--- config.mk ---
export PLATFORM = sky130hd
export DESIGN_NAME = tlp_tx_arb
export DESIGN_NICKNAME = d
export VERILOG_FILES = /design/src/rtl/tlp_xcvr_pkg.sv /design/src/rtl/tlp_skid.sv /design/src/rtl/tlp_tx_arb.sv
export SDC_FILE = /design/constraint.sdc
export NUM_CORES = 1
export LEC_CHECK = 0
export CELL_PAD_IN_SITES_DETAIL_PLACEMENT = 2
export CELL_PAD_IN_SITES_GLOBAL_PLACEMENT = 2
export CORE_ASPECT_RATIO = 0.8
export CORE_UTILIZATION = 26
export DETAILED_ROUTE_END_ITERATION = 8
export PLACE_DENSITY = 0.85
export REMOVE_ABC_BUFFERS = 1
export SETUP_SLACK_MARGIN = 0.2
export SLEW_MARGIN = 5
export SYNTH_ARGS = -nofsm -noshare
export SYNTH_HDL_FRONTEND = slang
export SYNTH_SLANG_ARGS = --single-unit
--- constraint.sdc ---
create_clock -name pcieClk_in -period 7.7 [get_ports pcieClk_in]
set_input_delay 1.54 -clock pcieClk_in [delete_from_list [all_inputs] [get_ports pcieClk_in]]
set_output_delay 1.54 -clock pcieClk_in [all_outputs]
set_load 0.01 [all_outputs]
--- src/rtl/tlp_xcvr_pkg.sv ---
// Shared types for the PCIe TLP transmit path: data word, arbitration mode, arbiter FSM state.
// Latency: n/a (types and constants only).
// Backpressure: n/a.
package tlp_xcvr_pkg;

    typedef logic [63:0] uint64;

    typedef enum logic {
        ARB_RR    = 1'b0,
        ARB_FIXED = 1'b1
    } arb_mode_e;

    typedef enum logic {
        ST_IDLE   = 1'b0,
        ST_LOCKED = 1'b1
    } arb_state_e;

    localparam int TLP_W = 64;

    // One word as it travels through the skid buffer: framing flags plus data.
    typedef struct packed {
        logic  sop;
        logic  eop;
        uint64 dat;
    } tlp_beat_t;

endpackage

--- src/rtl/tlp_skid.sv ---
// Two-entry skid buffer between the source arbiter and the PCIe core.
// Latency: a word written on edge N is presented on out_* from edge N onwards (1 cycle).
// Backpressure: in_rdy is a registered not-full flag; out_* hold while out_vld && !out_rdy.
module tlp_skid #(
    parameter int W = 66
) (
    input  logic         clk,
    input  logic         rst,
    input  logic         in_vld,
    output logic         in_rdy,
    input  logic [W-1:0] in_dat,
    output logic         out_vld,
    input  logic         out_rdy,
    output logic [W-1:0] out_dat
);

    logic [W-1:0] mem [2];
    logic         wr_ptr;
    logic         rd_ptr;
    logic [1:0]   count;
    logic [1:0]   count_nxt;
    logic         full_q;
    logic         push;
    logic         pop;

    assign push    = in_vld && in_rdy;
    assign pop     = out_vld && out_rdy;
    assign in_rdy  = !full_q;
    assign out_vld = (count != 2'd0);
    assign out_dat = mem[rd_ptr];

    // Occupancy after this cycle's push/pop; also feeds the registered full flag.
    always_comb begin
        count_nxt = count;
        if (push && !pop) begin
            count_nxt = count + 2'd1;
        end else if (!push && pop) begin
            count_nxt = count - 2'd1;
        end
    end

    // Storage has no reset: out_vld masks stale contents.
    always_ff @(posedge clk) begin
        if (push) begin
            mem[wr_ptr] <= in_dat;
        end
    end

    // Pointer, occupancy and full-flag registers; reset flushes the buffer.
    always_ff @(posedge clk) begin
        if (rst) begin
            wr_ptr <= 1'b0;
            rd_ptr <= 1'b0;
            count  <= 2'd0;
            full_q <= 1'b0;
        end else begin
            if (push) begin
                wr_ptr <= !wr_ptr;
            end
            if (pop) begin
                rd_ptr <= !rd_ptr;
            end
            count  <= count_nxt;
            full_q <= (count_nxt == 2'd2);
        end
    end

endmodule

--- src/rtl/tlp_tx_arb.sv ---
// Merges NUM_SRC TLP word streams into one PCIe core stream, locking onto a source for a whole packet.
// Latency: accepted word appears on tx 1 cycle after acceptance; no bubble between packets.
// Backpressure: srcReady_out follows the skid buffer's registered not-full flag. Optional macro TLP_TX_ARB_STATS_EN adds pktCount_out.
module tlp_tx_arb
    import tlp_xcvr_pkg::*;
#(
    parameter int NUM_SRC  = 4,
    parameter int ARB_MODE = 0
) (
    input  logic                       pcieClk_in,
    input  logic                       reset_in,
    input  logic [NUM_SRC*64-1:0]      srcData_in,
    input  logic [NUM_SRC-1:0]         srcValid_in,
    output logic [NUM_SRC-1:0]         srcReady_out,
    input  logic [NUM_SRC-1:0]         srcSOP_in,
    input  logic [NUM_SRC-1:0]         srcEOP_in,
    output logic [63:0]                txData_out,
    output logic                       txValid_out,
    input  logic                       txReady_in,
    output logic                       txSOP_out,
    output logic                       txEOP_out,
    output logic [$clog2(NUM_SRC)-1:0] grant_out,
    output logic                       errDrop_out
`ifdef TLP_TX_ARB_STATS_EN
    ,
    output logic [NUM_SRC*16-1:0]      pktCount_out
`endif
);

    localparam int        GW   = $clog2(NUM_SRC);
    localparam arb_mode_e MODE = (ARB_MODE == 1) ? ARB_FIXED : ARB_RR;

    arb_state_e    state_q;
    arb_state_e    state_d;
    logic [GW-1:0] grant_q;
    logic [GW-1:0] rr_ptr_q;
    logic          err_drop_q;
    logic          not_full;
    logic [GW-1:0] sel;
    logic [GW-1:0] idx;
    logic          sel_vld;
    logic          fwd;
    logic          acc;
    logic          fwd_acc;
    logic          drop_acc;
    logic          eop_acc;
    uint64         src_dat [NUM_SRC];
    tlp_beat_t     beat_in;
    tlp_beat_t     beat_out;

    for (genvar g = 0; g < NUM_SRC; g++) begin : g_unpack
        assign src_dat[g] = srcData_in[g*TLP_W +: TLP_W];
    end

    // Pick the source offered ready this cycle: the locked source, else a SOP winner, else an orphan to drop.
    always_comb begin
        sel     = grant_q;
        idx     = '0;
        sel_vld = 1'b0;
        fwd     = 1'b0;
        if (state_q == ST_LOCKED) begin
            sel_vld = 1'b1;
            fwd     = 1'b1;
        end else begin
            for (int k = 0; k < NUM_SRC; k++) begin
                if (MODE == ARB_FIXED) begin
                    idx = GW'(k);
                end else begin
                    idx = GW'((int'(rr_ptr_q) + k) % NUM_SRC);
                end
                if (!sel_vld && srcValid_in[idx] && srcSOP_in[idx]) begin
                    sel     = idx;
                    sel_vld = 1'b1;
                    fwd     = 1'b1;
                end
            end
            // Orphans only drain when no packet is waiting to start.
            for (int k = 0; k < NUM_SRC; k++) begin
                if (!sel_vld && srcValid_in[k] && !srcSOP_in[k]) begin
                    sel     = GW'(k);
                    sel_vld = 1'b1;
                end
            end
        end
    end

    // Ready goes only to the selected source; reset masks it so nothing is lost during reset.
    always_comb begin
        srcReady_out = '0;
        if (sel_vld && not_full && !reset_in) begin
            srcReady_out[sel] = 1'b1;
        end
    end

    assign acc      = sel_vld && srcValid_in[sel] && not_full && !reset_in;
    assign fwd_acc  = acc && fwd;
    assign drop_acc = acc && !fwd;
    // Statistics and rr pointer follow forwarded words only; a dropped orphan never owned the link.
    assign eop_acc  = fwd_acc && srcEOP_in[sel];

    // Word handed to the skid buffer, framing flags passed through untouched.
    always_comb begin
        beat_in.sop = srcSOP_in[sel];
        beat_in.eop = srcEOP_in[sel];
        beat_in.dat = src_dat[sel];
    end

    // Lock on an accepted SOP without EOP; release on any accepted EOP.
    always_comb begin
        state_d = state_q;
        case (state_q)
            ST_IDLE:   if (fwd_acc && !srcEOP_in[sel]) state_d = ST_LOCKED;
            ST_LOCKED: if (fwd_acc && srcEOP_in[sel])  state_d = ST_IDLE;
            default:   state_d = ST_IDLE;
        endcase
    end

    // FSM, grant, round-robin pointer and drop-pulse registers.
    always_ff @(posedge pcieClk_in) begin
        if (reset_in) begin
            state_q    <= ST_IDLE;
            grant_q    <= '0;
            rr_ptr_q   <= '0;
            err_drop_q <= 1'b0;
        end else begin
            state_q    <= state_d;
            err_drop_q <= drop_acc;
            if (fwd_acc && state_q == ST_IDLE) begin
                grant_q <= sel;
            end
            if (eop_acc) begin
                rr_ptr_q <= (sel == GW'(NUM_SRC - 1)) ? '0 : sel + 1'b1;
            end
        end
    end

    tlp_skid #(
        .W($bits(tlp_beat_t))
    ) u_skid (
        .clk     (pcieClk_in),
        .rst     (reset_in),
        .in_vld  (fwd_acc),
        .in_rdy  (not_full),
        .in_dat  (beat_in),
        .out_vld (txValid_out),
        .out_rdy (txReady_in),
        .out_dat (beat_out)
    );

    assign txData_out  = beat_out.dat;
    assign txSOP_out   = beat_out.sop;
    assign txEOP_out   = beat_out.eop;
    assign grant_out   = grant_q;
    assign errDrop_out = err_drop_q;

`ifdef TLP_TX_ARB_STATS_EN
    logic [15:0] pkt_cnt_q [NUM_SRC];

    // Per-source packet counters, wrapping naturally at 16 bits.
    always_ff @(posedge pcieClk_in) begin
        if (reset_in) begin
            for (int i = 0; i < NUM_SRC; i++) begin
                pkt_cnt_q[i] <= 16'd0;
            end
        end else if (eop_acc) begin
            pkt_cnt_q[sel] <= pkt_cnt_q[sel] + 16'd1;
        end
    end

    for (genvar g = 0; g < NUM_SRC; g++) begin : g_cnt
        assign pktCount_out[g*16 +: 16] = pkt_cnt_q[g];
    end
`endif

endmodule

==> results by group, run 1 <==
Logic synthesis
  • Yosys top cell by area: edfxtp_1
  • Synth warn: 0
  • Post-synth EDFFs: 132
  • Synth top area share: 0.493
  • Syn Inst Count: 661
  • Synth unique cells: 65
  • #FFs+latches synth: 144
  • Syn Area/Cell: 12.2 um^2
  • Area contributors post-synth: edfxtp_1 49%, mux2_2 9.2%, mux2i_1 8.3%
  • Seq/Total Area, Yosys: 0.523
  • Most common cell in the netlist: edfxtp_1
  • Ys async rst share: 0
  • Post-synthesis cell area: 8050 um^2
  • Most common library cells after synthesis: 132 x edfxtp_1, 74 x a21oi_1, 67 x a211oi_1, 67 x mux2i_1, 66 x mux2_2
  • Ys flop type: edfxtp_1

Critical path
  • Critical path's slowest cell: clkdlybuf4s50_1
  • Worst-path maximum fanout: 12
  • R2R cell count: 9
  • Crit path launch type: primary input
  • Largest stage delay on the critical path: 740 ps
  • Crit path kind: in2out
  • Reg2Reg Setup Slack: 3320 ps
  • Endpoint class of the critical path: primary output
  • Data required, critical path: 6160 ps
  • Worst R2R Start: rr_ptr_q[1]
  • Crit-path cells: clkdlybuf4s50_1 > nand2_1 > mux4_2 > a221o_1 > a21boi_4 > inv_2 > ha_1 > inv_1 > nor2_1 > clkdlybuf4s50_1
  • Delay-heaviest family, CP: buffers and inverters
  • Worst Path Arrival: 4530 ps
  • Most frequent CP cell: clkdlybuf4s50_1
  • R2r endpoint: u_skid.mem[1][14]
  • Buf/Inv on CP: 4

Timing
  • Final setup viols: 0
  • RSZ-0062 raised after global routing: false
  • Worst Clk Skew: 10.9 ps
  • Worst-Margin Slew: 1170 ps
  • Max Fclk: 0.165 GHz
  • Slew HR: 0.208
  • Final Hold Vio Count: 0
  • Setup_tns: 0 ps
  • Crit path time final: 6070 ps
  • Pins Over Slew Limit: 0
  • Worst setup margin: 1630 ps
  • Final period utilization: 0.789

CTS
  • H-tree depth: 4
  • PostCTS Resize Cnt: 0
  • CTS clk-pin slew, worst paths: 60 ps
  • CTS Hold Buffers Added: 0
  • CTS sink count: 144
  • TritonCTS Buffers: 17
  • Max Buffers Root-to-Sink: 2
  • CTS tree: done
  • Post-CTS Setup Repair Bufs: 0
  • Clk root buf: clkbuf_16
  • Clk_lat worst skew: 420 ps

Cells and area
  • Fin area: 12,400 um^2
  • Final net count: 1,252
  • Ant. Diodes: 0
  • Finished Core Util: 0.409
  • Share of cells above drive strength 1: 0.121
  • Synthesis-to-finish area growth: 54.4%
  • Fillers: 3,164

Route
  • DRC: 0
  • Vias: 6,758
  • TritonRoute pass-1 iters: 4
  • DRT antenna net count: 0
  • DRT iter0 DRCs: 261
  • Avg WL per Cell: 19.7 um
  • Avg Vias per Cell: 4.82
  • Drt total wl: 27.6 mm

Power
  • Sw Share: 0.390
  • Switching power: 0.00200 W
  • Seq pwr share: 0.296
  • Pwr Density: 412 nW/um^2
  • Clock power frac: 0.167
  • Peak supply drop: 0.000205 V
  • Leakage: 4.39 nW
  • Overall power: 0.00512 W
  • Combinational Power Share: 0.537
  • P_int: 0.00312 W

Placement
  • Pre-CTS worst setup slack: 1530 ps
  • IO Port Bufs: 344
  • DP HPWL: 20.6 mm
  • Placed Area: 11,800 um^2
  • Placer Congestion: 0.819

Floorplanning
  • I/O pin count: 345
  • Die height: 159 um
  • DIE WIDTH: 199 um
  • Die area: 31,700 um^2
  • Core area: 30,400 um^2
  • Row Count: 57
  • Initial Util: 0.265

Job
  • Maxcap violations: 0

Global routing
  • Largest net degree at the start of global routing: 69
  • Gr ovfl total: 0
  • Initial antenna violation count: 1
  • GR Util All Layers: 0.172
  • First-pass GRT wire length: 41.8 mm
  • Vias in the first global route: 7,459

Min path
  • Hold depth: 2
  • Hold EP: u_skid.rd_ptr
  • Hold Crit Class: reg2reg
  • Hold_sp: u_skid.rd_ptr

Run status
  • Status: finished, final reports clean
-- metal layers --
layer  vias up  track usage  wire length (um)
li1       3166            -                 -
met1      3321        0.204             11400
met2       243        0.302             13700
met3        26       0.0525              2120
met4         2       0.0406               337
met5         -            0                13
-- cell usage in the layout, fill, tap and decap left out, types with 12 or more instances in the layout --
cell | netlist | routed
nor2_1 | 15 | 15
mux2i_1 | 67 | 67
inv_1 | 12 | 12
a211oi_1 | 67 | 67
a21oi_1 | 74 | 73
edfxtp_1 | 132 | 132
clkdlybuf4s50_1 | 0 | 344
mux2_2 | 66 | 66
clkbuf_16 | 0 | 17
and2_0 | 39 | 39
and2_1 | 26 | 26
-- cell type report --
cell class	instances	area (um^2)	share of cell area
sequential	144	4210	0.339
multi-input combinational	448	3530	0.284
timing repair buffer	351	3500	0.282
tap	413	517	0.0416
clock buffer	18	429	0.0346
clock inverter	14	179	0.0144
inverter	14	57.6	0.00463
-- stage by stage --
step	hold WS, ps	std cells
after floorplan	481	606
after global placement	494	1370
after detailed placement	541	1370
after CTS	575	1402
after global routing	585	1402
final	556	1402
-- how the worst max path moves through the flow --
stage	startpoint	endpoint	slack, ps	cells after the start
finish	srcValid_in[1]	srcReady_out[1]	1630	10
global route	srcValid_in[2]	srcReady_out[1]	1500	10
CTS	srcValid_in[1]	srcReady_out[1]	1650	10
detailed placement	srcValid_in[1]	u_skid.mem[1][6]	1530	9
global placement	srcValid_in[1]	u_skid.mem[1][45]	1660	9
floorplan	srcValid_in[3]	u_skid.mem[0][0]	-4170	6
-- power groups by stage --
stage | clock (W) | combinational [W] | sequential (W)
after CTS | 0.000880 | 0.00282 | 0.00153
after global placement | 0 | 0.00269 | 0.00152
after global routing | 0.000913 | 0.00300 | 0.00155
after detailed placement | 0 | 0.00280 | 0.00154
after floorplan | 0 | 0.00167 | 0.00151
final | 0.000856 | 0.00275 | 0.00152
-- sequential cells by signal (all words and copies together) (netlist names), named ones only --
| register | flops |
|---|---|
| u_skid.wr_ptr | 1 |
| grant_out | 2 |
| u_skid.rd_ptr | 1 |
| u_skid.full_q | 1 |
| rr_ptr_q | 2 |
| u_skid.count | 2 |
| errDrop_out | 1 |
| u_skid.mem | 132 |
-- cells by family (layout without fill, tap and decap cells) --
kind of cell / Yosys count / after routing / share of synthesized area
compound gates: 183 / 183 / 0.154
flops: 144 / 144 / 0.523
mux: 135 / 135 / 0.181
simple gates: 122 / 122 / 0.0899
buf+inv: 69 / 397 / 0.0412
fa+ha+maj: 5 / 5 / 0.00778
xor+xnor: 3 / 3 / 0.00327
-- tightest hold or removal path, stage by stage (launching register included) --
cell and delay, ps:
dfxtp_1 320, xnor2_1 100, nor2_1 90
(Power assumes the default switching activity.)
==> inputs of run 2 (changes only) <==
Clock period 7.7 ns to 5.6 ns, I/O delays scaled along.
==> run 2 against run 1 <==
Effect of this change: setup slack worse by 1300 ps; clock power up 32%; sequential share of layout area down 0.12 points; global-route usage grew 0.29 points; register-to-register slack got worse by 1700 ps; via count up 0.15%; combinational power increased by 39%; worst hold slack got worse by 37 ps; critical path depth fell by 1; routed wire length rose by 1.3%; flip-flop and latch count unchanged; critical path type unchanged; largest cell class unchanged; largest power group unchanged.
==> results by group, run 2 (synthesis results as in run 1) <==
CTS
  • H-tree depth: 4
  • Max Buffers Root-to-Sink: 2
  • CTS Hold Buffers Added: 0
  • PostCTS Resize Cnt: 0
  • CTS clk-pin slew, worst paths: 60 ps
  • TritonCTS Buffers: 17
  • Clk root buf: clkbuf_16
  • CTS tree: done
  • CTS sink count: 144
  • Clk_lat worst skew: 410 ps
  • Post-CTS Setup Repair Bufs: 0

Critical path
  • Crit path kind: in2out
  • Most frequent CP cell: clkdlybuf4s50_1
  • Crit-path cells: clkdlybuf4s50_1 > nand2_1 > mux4_2 > a221o_1 > a21boi_4 > ha_1 > inv_1 > nor2_1 > clkdlybuf4s50_1
  • Worst Path Arrival: 4130 ps
  • Worst setup path end: srcReady_out[2]
  • Data required, critical path: 4480 ps
  • Worst-path maximum fanout: 12
  • Largest stage delay on the critical path: 760 ps
  • CP Launch Point: srcValid_in[1]
  • Worst R2R Start: rr_ptr_q[0]
  • Critical path's slowest cell: clkdlybuf4s50_1
  • Endpoint class of the critical path: primary output
  • Reg2Reg Setup Slack: 1600 ps
  • R2r endpoint: u_skid.mem[1][11]
  • Crit path launch type: primary input
  • R2R cell count: 9

Cells and area
  • Share of cells above drive strength 1: 0.127
  • Footprint of the multi-input gates: 3530 um^2
  • Final net count: 1,258
  • Finished Core Util: 0.410
  • Non-filler instance count after layout: 1,407
  • Synthesis-to-finish area growth: 54.9%
  • Biggest register: u_skid.mem
  • Max reg flops: 132
  • Fillers: 3,174
  • Ant. Diodes: 0
  • Commonest cells after routing, fill and taps aside: 344 x clkdlybuf4s50_1, 132 x edfxtp_1, 73 x a21oi_1
  • Most common cell after layout, fill and taps aside: clkdlybuf4s50_1
  • Reg area: 4210 um^2

Floorplanning
  • I/O pin count: 345
  • Initial Util: 0.265
  • Die area: 31,700 um^2
  • Row Count: 57
  • Core area: 30,400 um^2
  • DIE WIDTH: 199 um
  • Die height: 159 um

Timing
  • Worst Clk Skew: 9.44 ps
  • Final Hold Vio Count: 0
  • Final setup viols: 0
  • Setup_tns: 0 ps
  • Worst setup margin: 345 ps
  • Crit path time final: 5250 ps
  • Slew HR: 0.356
  • Pins Over Slew Limit: 0
  • Final period utilization: 0.938
  • RSZ-0062 raised after global routing: false
  • Max Fclk: 0.190 GHz
  • Worst-Margin Slew: 965 ps

Route
  • TritonRoute pass-1 iters: 4
  • Avg Vias per Cell: 4.81
  • Drt total wl: 27.9 mm
  • DRC: 0
  • DRT iter0 DRCs: 276
  • Vias: 6,768
  • DRT antenna net count: 0
  • Avg WL per Cell: 19.8 um

Power
  • Seq pwr share: 0.296
  • Switching power: 0.00276 W
  • Leakage: 4.40 nW
  • P_int: 0.00429 W
  • Pwr Density: 566 nW/um^2
  • Overall power: 0.00705 W
  • Sw Share: 0.392
  • Clock power frac: 0.161
  • Peak supply drop: 0.000270 V
  • Combinational Power Share: 0.543

Global routing
  • Gr ovfl total: 0
  • Initial antenna violation count: 0
  • GR Util All Layers: 0.175
  • Largest net degree at the start of global routing: 73
  • Vias in the first global route: 7,571
  • First-pass GRT wire length: 42.4 mm

Placement
  • Pre-CTS worst setup slack: 323 ps
  • IO Port Bufs: 344
  • Placer Congestion: 0.809
  • DP HPWL: 21.3 mm
  • Post-Place Cells: 1,376

Min path
  • Hold depth: 2
  • Hold Crit Class: reg2reg

Job
  • Maxcap violations: 0

Run status
  • Status: finished, final reports clean
run 2: changes by cell type in the layout (fill, tap and decap cells not counted):
cell,change
inv_6,+1
clkinv_2,-1
inv_8,-1
clkbuf_1,-1
buf_4,+4
clkinvlp_4,+3
bufinv_16,-1
buf_12,+2
clkinv_4,-1
run 2: cell type report:
type                            instances  share of cell area
Clock buffer                           17              0.0341
Timing Repair Buffer                  357               0.286
Multi-Input combinational cell        448               0.283
Inverter                               14             0.00462
Clock inverter                         14              0.0125
Sequential cell                       144               0.338
Tap cell                              413              0.0415
run 2: how the worst min path moves through the flow:
stage	start	endpoint	slack (ps)
2_1_floorplan	u_skid.rd_ptr	flop	480
3_3_place_gp	u_skid.rd_ptr	u_skid.rd_ptr	500
3_5_place_dp	u_skid.rd_ptr	u_skid.rd_ptr	510
4_1_cts	u_skid.rd_ptr	u_skid.rd_ptr	530
5_1_grt	u_skid.rd_ptr	u_skid.rd_ptr	560
6_report	u_skid.rd_ptr	u_skid.rd_ptr	520
run 2: layer usage:
metal / up-vias / share of wire / global-route usage
met2: 231 / 0.51 / 0.316
li1: 3186 / - / -
met3: 24 / 0.080 / 0.0557
met4: 0 / 0.015 / 0.0416
met5: - / 0 / 0
met1: 3327 / 0.40 / 0.197
run 2: worst max-delay path, delay by kind of cell:
family | cells | cell delay, ps
muxes | 1 | 500
buffers and inverters | 3 | 1350
adders and majority gates | 1 | 190
AOI/OAI and AO/OA | 2 | 640
and+or+nand+nor | 2 | 330
run 2: metrics by stage:
step | hold WS, ps | cell area, um^2
after detailed placement | 508 | 11900
after global routing | 564 | 12500
final | 519 | 12500
after global placement | 496 | 11900
after CTS | 529 | 12500
after floorplan | 481 | 7770
run 2: power by group through the flow:
stage	sequential, W	combinational (W)	clock [W]
finish	0.00209	0.00383	0.00113
global route	0.00214	0.00419	0.00121
CTS	0.00210	0.00393	0.00117
detailed placement	0.00213	0.00391	0
global placement	0.00208	0.00373	0
floorplan	0.00215	0.00246	0
==> inputs of run 3 (changes only) <==
Settings changed: ABC_CLOCK_PERIOD_IN_PS from default to 5600, CORE_MARGIN from default to 4.
==> run 3 against run 2 <==
Effect of this change: die area grew 6.9%; register-to-register slack gained 240 ps; largest power group unchanged; critical path type unchanged; sequential power is essentially flat; clock power grew 5%; clock skew grew 2.7 ps.
==> results by group, run 3 (synthesis results as in run 1) <==
Global routing
  • Initial antenna violation count: 2
  • Largest net degree at the start of global routing: 73
  • GR Util All Layers: 0.162
  • Vias in the first global route: 7,363
  • First-pass GRT wire length: 42.7 mm
  • Gr ovfl total: 0

CTS
  • TritonCTS Buffers: 17
  • Post-CTS Setup Repair Bufs: 0
  • PostCTS Resize Cnt: 0
  • CTS tree: done
  • CTS sink count: 144
  • CTS Hold Buffers Added: 0
  • CTS clk-pin slew, worst paths: 60 ps
  • Max Buffers Root-to-Sink: 2
  • Clk_lat worst skew: 410 ps
  • H-tree depth: 4
  • Clk root buf: clkbuf_16

Placement
  • Placer Congestion: 0.704
  • Post-Place Cells: 1,375
  • IO Port Bufs: 344
  • DP HPWL: 22.5 mm
  • Placed Area: 11,900 um^2

Timing
  • Final setup viols: 0
  • Worst-Margin Slew: 960 ps
  • Max Fclk: 0.190 GHz
  • Slew HR: 0.352
  • RSZ-0062 raised after global routing: false
  • Final period utilization: 0.941
  • Crit path time final: 5270 ps
  • Final Hold Vio Count: 0
  • Worst Clk Skew: 12.2 ps
  • Pins Over Slew Limit: 0

Critical path
  • Worst-path maximum fanout: 12
  • Critical path's slowest cell: clkdlybuf4s50_1
  • Largest stage delay on the critical path: 770 ps
  • Endpoint class of the critical path: primary output
  • Most frequent CP cell: clkdlybuf4s50_1
  • Crit path launch type: primary input
  • Worst Path Arrival: 4150 ps
  • Reg2Reg Setup Slack: 1840 ps
  • Data required, critical path: 4480 ps
  • Crit path kind: in2out
  • Crit-path cells: clkdlybuf4s50_1 > nand2_1 > mux4_2 > a221o_1 > a21boi_4 > inv_2 > ha_1 > inv_1 > nor2_1 > clkdlybuf4s50_1

Cells and area
  • Biggest register: u_skid.mem
  • Max reg flops: 132
  • Most common cell after layout, fill and taps aside: clkdlybuf4s50_1
  • Fin area: 12,500 um^2
  • Non-filler instance count after layout: 1,405
  • Ant. Diodes: 0
  • Commonest cells after routing, fill and taps aside: 344 x clkdlybuf4s50_1, 132 x edfxtp_1, 73 x a21oi_1
  • Share of cells above drive strength 1: 0.126
  • Final net count: 1,257
  • Synthesis-to-finish area growth: 55.0%

Power
  • Leakage: 4.42 nW
  • Peak supply drop: 0.000348 V
  • Pwr Density: 572 nW/um^2

Floorplanning
  • Core area: 30,500 um^2
  • DIE WIDTH: 205 um
  • Die area: 33,800 um^2
  • Die height: 165 um
  • Row Count: 57
  • Initial Util: 0.264
  • I/O pin count: 345

Route
  • Drt total wl: 29.1 mm
  • Avg WL per Cell: 20.7 um
  • DRT antenna net count: 0
  • DRT iter0 DRCs: 275
  • TritonRoute pass-1 iters: 4
  • Vias: 6,776
  • DRC: 0
  • Avg Vias per Cell: 4.82

Job
  • Maxcap violations: 0

Min path
  • Hold Crit Class: reg2reg

Run status
  • Status: finished, final reports clean
## run 3: changes by cell type in the layout (fill, tap and decap cells not counted), sizes merged
cell,previous run,this run
clkinv,2,6
inv,20,16
clkinvlp,4,1
bufinv,2,4
buf,13,12
## run 3: worst paths after layout
check                  from           endpoint  cells past startpoint
max          srcValid_in[1]    srcReady_out[0]                     10
min           u_skid.rd_ptr      u_skid.rd_ptr                      2
max reg2reg     rr_ptr_q[0]  u_skid.mem[1][51]                      9
min reg2reg   u_skid.rd_ptr      u_skid.rd_ptr                      2
## run 3: report_power, final
group / total, W / switching [W] / internal [W]
clock: 0.00119 / 0.000447 / 0.000743
sequential: 0.00209 / 0.000202 / 0.00189
combinational: 0.00385 / 0.00213 / 0.00173
## run 3: worst max-delay path: cells and delay by family
family          cells  cell delay, ps
compound gates      2             630
fa+ha+maj           1             190
buf+inv             4            1450
mux                 1             490
simple gates        2             260
## run 3: area by class of cell
type	count	area, um^2
Fill cell	3178	18000
Sequential cell	144	4210
Timing Repair Buffer	356	3550
Multi-Input combinational cell	448	3530
Tap cell	413	517
Clock buffer	17	425
Clock inverter	13	186
Inverter	14	57.6
## run 3: through the flow
stage | hold WS (ps) | utilization | total power [W] | setup TNS [ps] | setup slack (ps)
after floorplan | 481 | - | 0.00461 | -896060 | -5850
after global placement | 496 | 0.389 | 0.00582 | 0 | 451
after detailed placement | 518 | 0.389 | 0.00602 | 0 | 389
after CTS | 534 | 0.410 | 0.00724 | 0 | 385
after global routing | 568 | 0.410 | 0.00762 | 0 | 209
final | 524 | 0.410 | 0.00713 | 0 | 331
## run 3: metal layers
layer  global-route usage  vias to the layer above  part of all wire
met1                0.190                     3363              0.41
met4               0.0256                        4            0.0056
met5                    0                        -            0.0012
met3               0.0533                       15             0.075
met2                0.297                      219              0.51
li1                     -                     3175                 -
==> variant 1: new RTL, flow settings as in run 3 <==
The parameter `ARB_MODE` goes from 0 to 1.
--- a/src/rtl/tlp_tx_arb.sv
+++ b/src/rtl/tlp_tx_arb.sv
@@ -5,7 +5,7 @@
     import tlp_xcvr_pkg::*;
 #(
     parameter int NUM_SRC  = 4,
-    parameter int ARB_MODE = 0
+    parameter int ARB_MODE = 1
 ) (
     input  logic                       pcieClk_in,
     input  logic                       reset_in,
Behaviour: not the same (Yosys sat finds a counterexample within 4 cycles, from zero or initial values and one cycle with reset_in high).
==> variant 1 against run 3 <==
Critical endpoint unchanged; worst setup slack better by 0.40 ns; via count hardly changed; area after synthesis shrank 4.4%; routed wire length shrank 1.7%; critical path type unchanged; cell area down 3.8%; sequential cell count decreased by 2; non-clock buffer count down 3; clock skew up 0.0019 ns.
Power is not compared: it rests on default switching activity, and its combinational part moved more than twofold at a synthesized area within 25%.
==> variant 1: results (changes against run 3) <==
run_status:
  status: "finished, final reports clean"
route:
  wirelength_mm: 28.6  # -1.7%
  drt_iter0_markers: 300  # +9.1%
  firstDrtPassIters: 4  # unchanged
  wl_per_cell_um: 20.6  # -0.64%
  via_count: 6778  # +0.030%
  top_layer: "met4"
  wl_met1_mm: 12.1  # +1.8%
  routed-wl-met2_mm: 14.5  # -2.2%
sta:
  tightest_slew_ns: 0.943  # -0.0165 ns
  finClkSkew_ns: 0.0140  # +0.00188 ns
logic_synthesis:
  synth_compound_area_share_pct: 16.0  # +0.55 points
  ys_types: 51  # -22%
  synth_area_leaders: "edfxtp_1 52%, mux2_2 9.7%, nand2_1 6.7%"
  yosys_register_bits: 142  # -1.4%
  synth-xor-area-share_pct: 0.456  # +0.13 points
  synthMuxAreaShare_pct: 10.3  # -7.8 points
  avgSynthCellArea_um2: 11.3  # -7.4%
  synth_common_cells: "138 x nand2_1, 132 x edfxtp_1, 66 x mux2_2"
  synthAdderAreaFrac_pct: 0.163  # -0.61 points
  yosysSeqAreaShare_pct: 54.2  # +1.9 points
cells_and_area:
  multi_input_area_um2: 3250  # -8.0%
  nFillCells: 3065  # -3.6%
  final-nonclk-buf-share_pct: 29.4  # +0.93 points
  buffers_excl_clock: 353  # -0.84%
  clockNetworkAreaShare_pct: 4.68  # -0.22 points
  final.clkbuf_count: 18  # +1
  nNonClkInverters: 7  # -7
  multi_input_gates: 479  # +6.9%
  drive_above_1_share_pct: 13.5  # +0.92 points
  seqCellArea_um2: 4170  # -0.95%
worst_setup_path:
  cp_max_fo: 8  # -4
  rr_worst_depth: 7  # -2
  reg2reg_to: "u_skid.mem[1][64]"
  rrSetupSlack_ns: 2.51  # +0.67 ns
  crit_arrival_ns: 3.75  # -0.40 ns
  max_stage_delay_ns: 0.59  # -0.18 ns
  critical_path.startpoint: "srcValid_in[1]"
global_routing:
  grt_use_met1_pct: 20.6  # +1.6 points
  gr-usage-met2_pct: 30.6  # +0.95 points
  grt_usage_pct: 17.1  # +0.87 points
  grt_pass1_wl_mm: 44.0  # +3.0%
  grt_pass1_vias: 7634  # +3.7%
  grt_start_max_net_pins: 72  # -1.4%
  met3_usage_pct: 5.15  # -0.18 points
clock_network:
  clk_pin_slew_ns: 0.06  # about the same
  ctsLongestPathBuffers: 2  # unchanged
place:
  gp_congestion: 0.811  # +15%
  dp_cells: 1358  # -1.2%
  place_hpwl_mm: 21.5  # -4.4%
hold_path:
  worst_hold_startpoint: "u_skid.rd_ptr"
-- variant 1: changes by cell type in the layout (fill, tap and decap cells not counted), sizes merged, moves of 4 or more --
cell    change
a21oi      -69
a311oi      -4
a31oi      +62
ha          -4
inv         -4
mux2i      -63
nand2     +125
nor3        +5
o211a       -4
-- variant 1: tightest hold or removal path: stages, from the launching register on --
cell,delay (ns)
dfxtp_1,0.32
xnor2_1,0.09
nor2_1,0.08
-- variant 1: per-stage QoR --
step	setup WS [ns]	hold WS, ns	cell area (um^2)	TNS [ns]
global placement	0.915	0.494	11400	0
floorplan	-4.09	0.471	7420	-270.41
detailed placement	0.788	0.514	11400	0
global route	0.552	0.595	12000	0
CTS	0.765	0.529	12000	0
finish	0.726	0.520	12000	0
-- variant 1: logic make-up after synthesis --
kind of cell / after synthesis
AO/OA/AOI/OAI: 161
XOR/XNOR: 4
buffers and inverters: 61
flip-flops: 142
AND/OR/NAND/NOR: 242
adder cells (fa/ha/maj): 1
multiplexers: 71
==> variant 2: new RTL, config.mk and constraints of run 3 <==
Without the edit above. Put a register stage on the output `txData_out`, without a reset. The value now appears one clock later. The other outputs are not delayed to match.
--- a/src/rtl/tlp_tx_arb.sv
+++ b/src/rtl/tlp_tx_arb.sv
@@ -147,7 +147,9 @@
         .out_dat (beat_out)
     );
 
-    assign txData_out  = beat_out.dat;
+    always_ff @(posedge pcieClk_in) begin
+        txData_out <= beat_out.dat;
+    end
     assign txSOP_out   = beat_out.sop;
     assign txEOP_out   = beat_out.eop;
     assign grant_out   = grant_q;
Formal check against the unedited RTL: not equivalent (Yosys sat finds a counterexample within 4 cycles, from zero or initial values and one cycle with reset_in high).
==> variant 2 against run 3 <==
Area after synthesis up 16%; sequential cell count grew 64; routed wire length up 6.4%; core utilization down 1.1 points; worst hold slack worse by 0.055 ns; cell area grew 12%; power increased by 15%; worst setup slack better by 0.020 ns.
==> variant 2: results (changes against run 3) <==
clock_network:
  h-tree-depth: 1  # -3
  ctsLongestPathBuffers: 3  # +1
  cts_buffers: 23  # +6
  worstSkewPairLatency_ns: 0.50  # +0.09 ns
logic_synthesis:
  avgSynthCellArea_um2: 12.9  # +5.7%
  synthAdderAreaFrac_pct: 0.671  # -0.11 points
  yosys_register_bits: 208  # +44%
  synth_common_cells: "132 x edfxtp_1, 76 x dfxtp_1, 74 x a21oi_1"
  synthMuxAreaShare_pct: 15.6  # -2.5 points
  synth_compound_area_share_pct: 13.3  # -2.1 points
pwr:
  swShare_pct: 36.0  # -2.9 points
  p_int_mw: 5.26  # +21%
  ir_drop_mv: 0.245  # -29%
sta:
  tightest_slew_ns: 1.02  # +0.0559 ns
cells_and_area:
  drive_above_1_share_pct: 12.0  # -0.56 points
  clockNetworkAreaShare_pct: 5.69  # +0.79 points
  nFillCells: 3650  # +15%
  multi_input_area_share_pct: 25.2  # -3.1 points
  nets: 1324  # +5.3%
  final-nonclk-buf-share_pct: 25.2  # -3.2 points
global_routing:
  grt_pass1_vias: 8142  # +11%
  gr-usage-met2_pct: 27.1  # -2.5 points
  antenna_found_initial: 1  # -1
route:
  wl_per_cell_um: 20.2  # -2.6%
  wl_met1_mm: 12.5  # +4.8%
worst_setup_path:
  crit_arrival_ns: 4.13  # -0.02 ns
place:
  place_ws_ns: 0.287  # -0.102 ns
run_status:
  status: "finished, final reports clean"
## variant 2: repair_timing
action / 4_1_cts / 5_1_grt
resized for setup: 0 / 3
endpoints found under the setup margin: 0 / 4
hold buffers: 0 / 0
## variant 2: kinds of logic after synthesis
family          Yosys count
compound gates          183
xor+xnor                  3
fa+ha+maj                 5
buf+inv                  69
flops                   208
mux                     135
simple gates            122
## variant 2: stage by stage
step                hold WS [ns]  setup TNS (ns)
floorplan                  0.448         -896.06
detailed placement         0.459               0
finish                     0.469               0
global route               0.481               0
global placement           0.449               0
CTS                        0.471               0
## variant 2: worst paths after layout
kind / endpoint / depth (start not counted) / start
max: srcReady_out[2] / 9 / srcValid_in[3]
min: txData_out[24] / 1 / u_skid.mem[1][24]
max reg2reg: u_skid.mem[1][49] / 8 / rr_ptr_q[1]
min reg2reg: txData_out[24] / 1 / u_skid.mem[1][24]
